## config.mk

```make
export PLATFORM = sky130hd
export DESIGN_NAME = clk_div_ctrl
export DESIGN_NICKNAME = d
export VERILOG_FILES = /design/src/rtl/clk_div_ctrl.sv
export SDC_FILE = /design/constraint.sdc
export NUM_CORES = 1
export LEC_CHECK = 0
export CAP_MARGIN = 20
export CORE_MARGIN = 8
export CORE_UTILIZATION = 57
export CTS_CLUSTER_SIZE = 16
export DETAILED_ROUTE_END_ITERATION = 16
export PLACE_DENSITY_LB_ADDON = 0.15
export SYNTH_ARGS = -nofsm -noshare
export SYNTH_HDL_FRONTEND = slang
export SYNTH_SLANG_ARGS = --single-unit
```

## constraint.sdc

```tcl
create_clock -name clk_i -period 3.8 [get_ports clk_i]
set_input_delay 0.38 -clock clk_i [delete_from_list [all_inputs] [get_ports clk_i]]
set_output_delay 0.38 -clock clk_i [all_outputs]
set_load 0.01 [all_outputs]
```

## src/rtl/clk_div_ctrl.sv

```systemverilog
// Clock-divider reconfiguration controller: accepts a new divide ratio, lets the
// running divided period finish, gates and clears the divider, then re-enables it.
module clk_div_ctrl #(
    parameter int DIV_WIDTH     = 8,
    parameter int DEFAULT_DIV   = 4,
    parameter int SETTLE_CYCLES = 2
) (
    input  logic                 clk_i,
    input  logic                 rst_i,
    input  logic                 en_req_i,
    input  logic [DIV_WIDTH-1:0] div_i,
    input  logic                 div_valid_i,
    output logic                 div_ready_o,
    output logic                 div_en_o,
    output logic                 div_clr_o,
    output logic [DIV_WIDTH-1:0] div_ratio_o,
    output logic                 busy_o,
    output logic                 done_o,
    output logic                 err_o
);

    localparam int SW = (SETTLE_CYCLES > 1) ? $clog2(SETTLE_CYCLES) : 1;
    localparam logic [SW-1:0] SETTLE_LOAD = SW'((SETTLE_CYCLES > 0) ? SETTLE_CYCLES - 1 : 0);
    localparam logic [DIV_WIDTH-1:0] RESET_RATIO = DIV_WIDTH'(DEFAULT_DIV);

    typedef enum logic [2:0] {IDLE, DRAIN, GATE, CLEAR, SETTLE} state_t;

    state_t               state_q, state_d;
    logic [DIV_WIDTH-1:0] ratio_q, ratio_d;
    logic [DIV_WIDTH-1:0] pendRatio_q, pendRatio_d;
    logic [DIV_WIDTH-1:0] drainCnt_q, drainCnt_d;
    logic [SW-1:0]        settleCnt_q, settleCnt_d;
    logic                 enReq_q;
    logic                 done_q, done_d;
    logic                 err_q, err_d;
    logic                 xfer;

    always_ff @(posedge clk_i or posedge rst_i) begin
        if (rst_i) begin
            state_q     <= IDLE;
            ratio_q     <= RESET_RATIO;
            pendRatio_q <= RESET_RATIO;
            drainCnt_q  <= '0;
            settleCnt_q <= '0;
            enReq_q     <= 1'b0;
            done_q      <= 1'b0;
            err_q       <= 1'b0;
        end else begin
            state_q     <= state_d;
            ratio_q     <= ratio_d;
            pendRatio_q <= pendRatio_d;
            drainCnt_q  <= drainCnt_d;
            settleCnt_q <= settleCnt_d;
            enReq_q     <= en_req_i;
            done_q      <= done_d;
            err_q       <= err_d;
        end
    end

    assign xfer = div_valid_i && (state_q == IDLE);

    always_comb begin
        state_d     = state_q;
        ratio_d     = ratio_q;
        pendRatio_d = pendRatio_q;
        drainCnt_d  = drainCnt_q;
        settleCnt_d = settleCnt_q;
        done_d      = 1'b0;
        err_d       = 1'b0;
        case (state_q)
            IDLE: begin
                if (xfer) begin
                    if (div_i == '0) begin
                        err_d = 1'b1;
                    end else if (div_i == ratio_q) begin
                        done_d = 1'b1;
                    end else begin
                        pendRatio_d = div_i;
                        // Let the divided period in flight finish before gating.
                        if (div_en_o) begin
                            state_d    = DRAIN;
                            drainCnt_d = ratio_q - DIV_WIDTH'(1);
                        end else begin
                            state_d = GATE;
                        end
                    end
                end
            end
            DRAIN: begin
                if (drainCnt_q == '0) state_d = GATE;
                else                  drainCnt_d = drainCnt_q - DIV_WIDTH'(1);
            end
            GATE: begin
                state_d = CLEAR;
                ratio_d = pendRatio_q;
            end
            CLEAR: begin
                if (SETTLE_CYCLES == 0) begin
                    state_d = IDLE;
                    done_d  = 1'b1;
                end else begin
                    state_d     = SETTLE;
                    settleCnt_d = SETTLE_LOAD;
                end
            end
            SETTLE: begin
                if (settleCnt_q == '0) begin
                    state_d = IDLE;
                    done_d  = 1'b1;
                end else begin
                    settleCnt_d = settleCnt_q - SW'(1);
                end
            end
            default: state_d = IDLE;
        endcase
    end

    assign div_ready_o = (state_q == IDLE);
    assign busy_o      = (state_q != IDLE);
    assign div_en_o    = (state_q == IDLE) ? enReq_q : (state_q == DRAIN);
    assign div_clr_o   = (state_q == CLEAR);
    assign div_ratio_o = ratio_q;
    assign done_o      = done_q;
    assign err_o       = err_q;

endmodule

```

==> impl_metrics.ini <==
[status]
outcome = finished clean

[logic_synthesis]
ys_warn_count = 0
postSynthRegisterBits = 31
synth.distinct_cells = 50
ys_seq_area_share_pct = 44.62
syn_area_um2 = 1744
synth_area_per_cell_um2 = 10.44
async_flop_share_pct = 100.0
synth_edf_count = 0
syn_nets = 180
postSynthCellCount = 167
synth-main-ff-cell = dfrtp_1

[sta]
skew_ns = 0.01332
min_period_ns = 2.719
max_freq_ghz = 0.3678
rsz0062_at_grt = false
timing.final.crit_share_pct = 71.55
tightest_slew_ns = 0.7682
setup_viol = 0
setup_tns_ns = 0
fin_hold_ws_ns = 0.4380
slew_headroom_pct = 48.56
slew_violations = 0
finalHoldViolCount = 0

[placed_design]
gp_congestion = 0.8254
dp_hpwl_um = 2872
port_buffers = 25
dp.cells = 217

[clocking]
cts_hold_buf = 0
cts_setup_buffers = 0
clock_latency_ns = 0.34
cts_root_buf = clkbuf_4
clk_pin_slew_ns = 0.11
cts_tree = built
ctsLongestPathBuffers = 2
cts_inserted_buffers = 5
cts_resized = 0
clock_sinks = 31
htree_levels = 2

[cells_and_area]
register_area_um2 = 778.2
most-common-layout-cells = dfrtp_1, clkdlybuf4s50_1, nor2_1
fillerInstances = 208
multi_input_area_um2 = 897.1
areaGrowthSynthToFinish_pct = 21.45
diodes = 0
fin_cells = 225
final_util_pct = 71.13
nNetsFinal = 204
final_common_cell = dfrtp_1
drive_gt1_share_pct = 14.58

[flow_run]
maxCapViolations = 0

[routing]
wirelength_um = 3835
antenna_left = 0
wl_met2_um = 1866
wl_met3_um = 191
routed-via-count = 1430
drt_iter0_markers = 102
dr.pass1.iters = 4
via_per_inst = 6.356
routedWlPerCell_um = 17.04
drt-met1-wl_um = 1747
route.detailed.drc = 0
dr.max_layer_used = met4

[global_routing]
grt_antenna_before_repair = 0
grt_pass1_wl_um = 6561
grt_max_degree = 20
grt.overflow.total = 0
grt_pass1_vias = 1364
grt_use_total_pct = 16.33

[die]
row_count = 20
initial_core_util_pct = 58.57
die_y_um = 71.32
die_w_um = 71.32
num_io_pins = 26
coreArea_um2 = 2978
die_area_um2 = 5086

[power_and_ir_drop]
seqPwrFrac_pct = 35.7
p_int_mw = 1.189
ir_drop_uv = 584.2
p_leak_nw = 0.8378
switchingPower_uw = 802.0
p_comb_share_pct = 47.7
swShare_pct = 40.29
clkPwrFrac_pct = 16.6
total_power_mw = 1.991
cellPowerDensity_nw_per_um2 = 939.7

[setup_path]
worst-path-max-fanout = 19
end_kind = primary output
path_class = reg2out
crit_chain = nor3b_4 > or2_1 > clkdlybuf4s50_1
slowest_delay_ns = 0.70
crit_required_ns = 3.42
start_kind = flop
crit_slowest_cell = nor3b_4
cp.arrival_ns = 2.34

[worst_hold_path]
holdCritPathClass = in2async
## cell type report
class / count / share of cell area (%)
Sequential cell: 31 / 36.74
Inverter: 5 / 0.8860
Multi-Input combinational cell: 122 / 42.35
Clock buffer: 5 / 1.772
Clock inverter: 3 / 3.190
Tap cell: 33 / 1.949
Timing Repair Buffer: 26 / 13.11
## logic make-up (layout without fill, tap and decap cells)
family	count (synthesis)	in the layout	synth area share, %
AOI/OAI and AO/OA	40	40	15.71
adders and majority gates	1	1	0.7172
and+or+nand+nor	52	52	17.93
buffers and inverters	14	39	3.945
xor gates and xnor gates	10	10	5.022
DFF	31	31	44.62
muxes	19	19	12.05
## critical path: cells and delay by family, from the launching register on
family / cells / cell delay (ns)
buffers and inverters: 1 / 0.53
flip-flops: 1 / 0.58
AND/OR/NAND/NOR: 2 / 0.90
## synth_stat cells (2+ instances only)
library cell | n | share of area (%)
mux2_1 | 8 | 5.2
xnor2_1 | 9 | 4.5
o21ai_1 | 6 | 1.7
mux2_2 | 8 | 5.2
buf_2 | 4 | 1.1
nor4_1 | 2 | 0.72
nand2_1 | 9 | 1.9
nor3b_1 | 2 | 0.86
nor2_1 | 14 | 3.0
nand4_1 | 2 | 0.72
or4_4 | 2 | 1.3
o21ai_0 | 8 | 2.3
a31oi_1 | 6 | 2.2
clkbuf_1 | 3 | 0.65
a22oi_1 | 2 | 0.86
inv_1 | 4 | 0.86
dfrtp_1 | 29 | 42
or4_1 | 2 | 0.86
mux2i_1 | 3 | 1.7
nor3_1 | 7 | 2.0
a21oi_1 | 5 | 1.4
dfstp_2 | 2 | 3.0
nand2b_1 | 2 | 0.72
nor4b_1 | 2 | 1.0
## power by group through the flow
| stage | registers (mW) | clock network [mW] | logic [mW] |
|---|---|---|---|
| after floorplan | 0.632 | 0 | 0.736 |
| after global placement | 0.697 | 0 | 0.921 |
| after detailed placement | 0.711 | 0 | 0.953 |
| after CTS | 0.705 | 0.332 | 0.957 |
| after global routing | 0.737 | 0.349 | 1.05 |
| final | 0.711 | 0.331 | 0.949 |
## final timing paths
path | from | to | slack (ns) | cells past startpoint
hold reg to reg | enReq_q$_DFF_PP0_ | state_q[1]$_DFFE_PP0P_ | 0.48 | 1
hold / removal | rst_i | drainCnt_q[2]$_DFFE_PP0P_ | 0.44 | 2
setup / recovery | state_q[0]$_DFFE_PP0P_ | div_en_o | 1.08 | 3
max in group asynchronous | rst_i | div_ratio_o[2]$_DFFE_PP1N_ | 2.78 | 3
min in group clk_i | enReq_q$_DFF_PP0_ | state_q[1]$_DFFE_PP0P_ | 0.48 | 1
setup reg to reg | state_q[0]$_DFFE_PP0P_ | drainCnt_q[6]$_DFFE_PP0P_ | 1.27 | 7
## registers in the layout, indices dropped and copies added (netlist names)
signal       cells
div_ratio_o      8
settleCnt_q      1
enReq_q          1
state_q          3
pendRatio_q      8
err_o            1
drainCnt_q       8
done_o           1
## stage by stage
stage	worst slack, ns	area [um^2]
3_5_place_dp	1.088	2013
3_3_place_gp	1.184	1986
2_1_floorplan	1.427	1744
6_report	1.081	2118
5_1_grt	0.9282	2118
4_1_cts	1.055	2118
## routing by layer
layer | vias up | GRT usage [%]
met4 | 0 | 6.467
met3 | 4 | 6.137
met5 | - | 0
li1 | 673 | -
met2 | 35 | 25.20
met1 | 718 | 20.02
(Power assumes the default switching activity.)
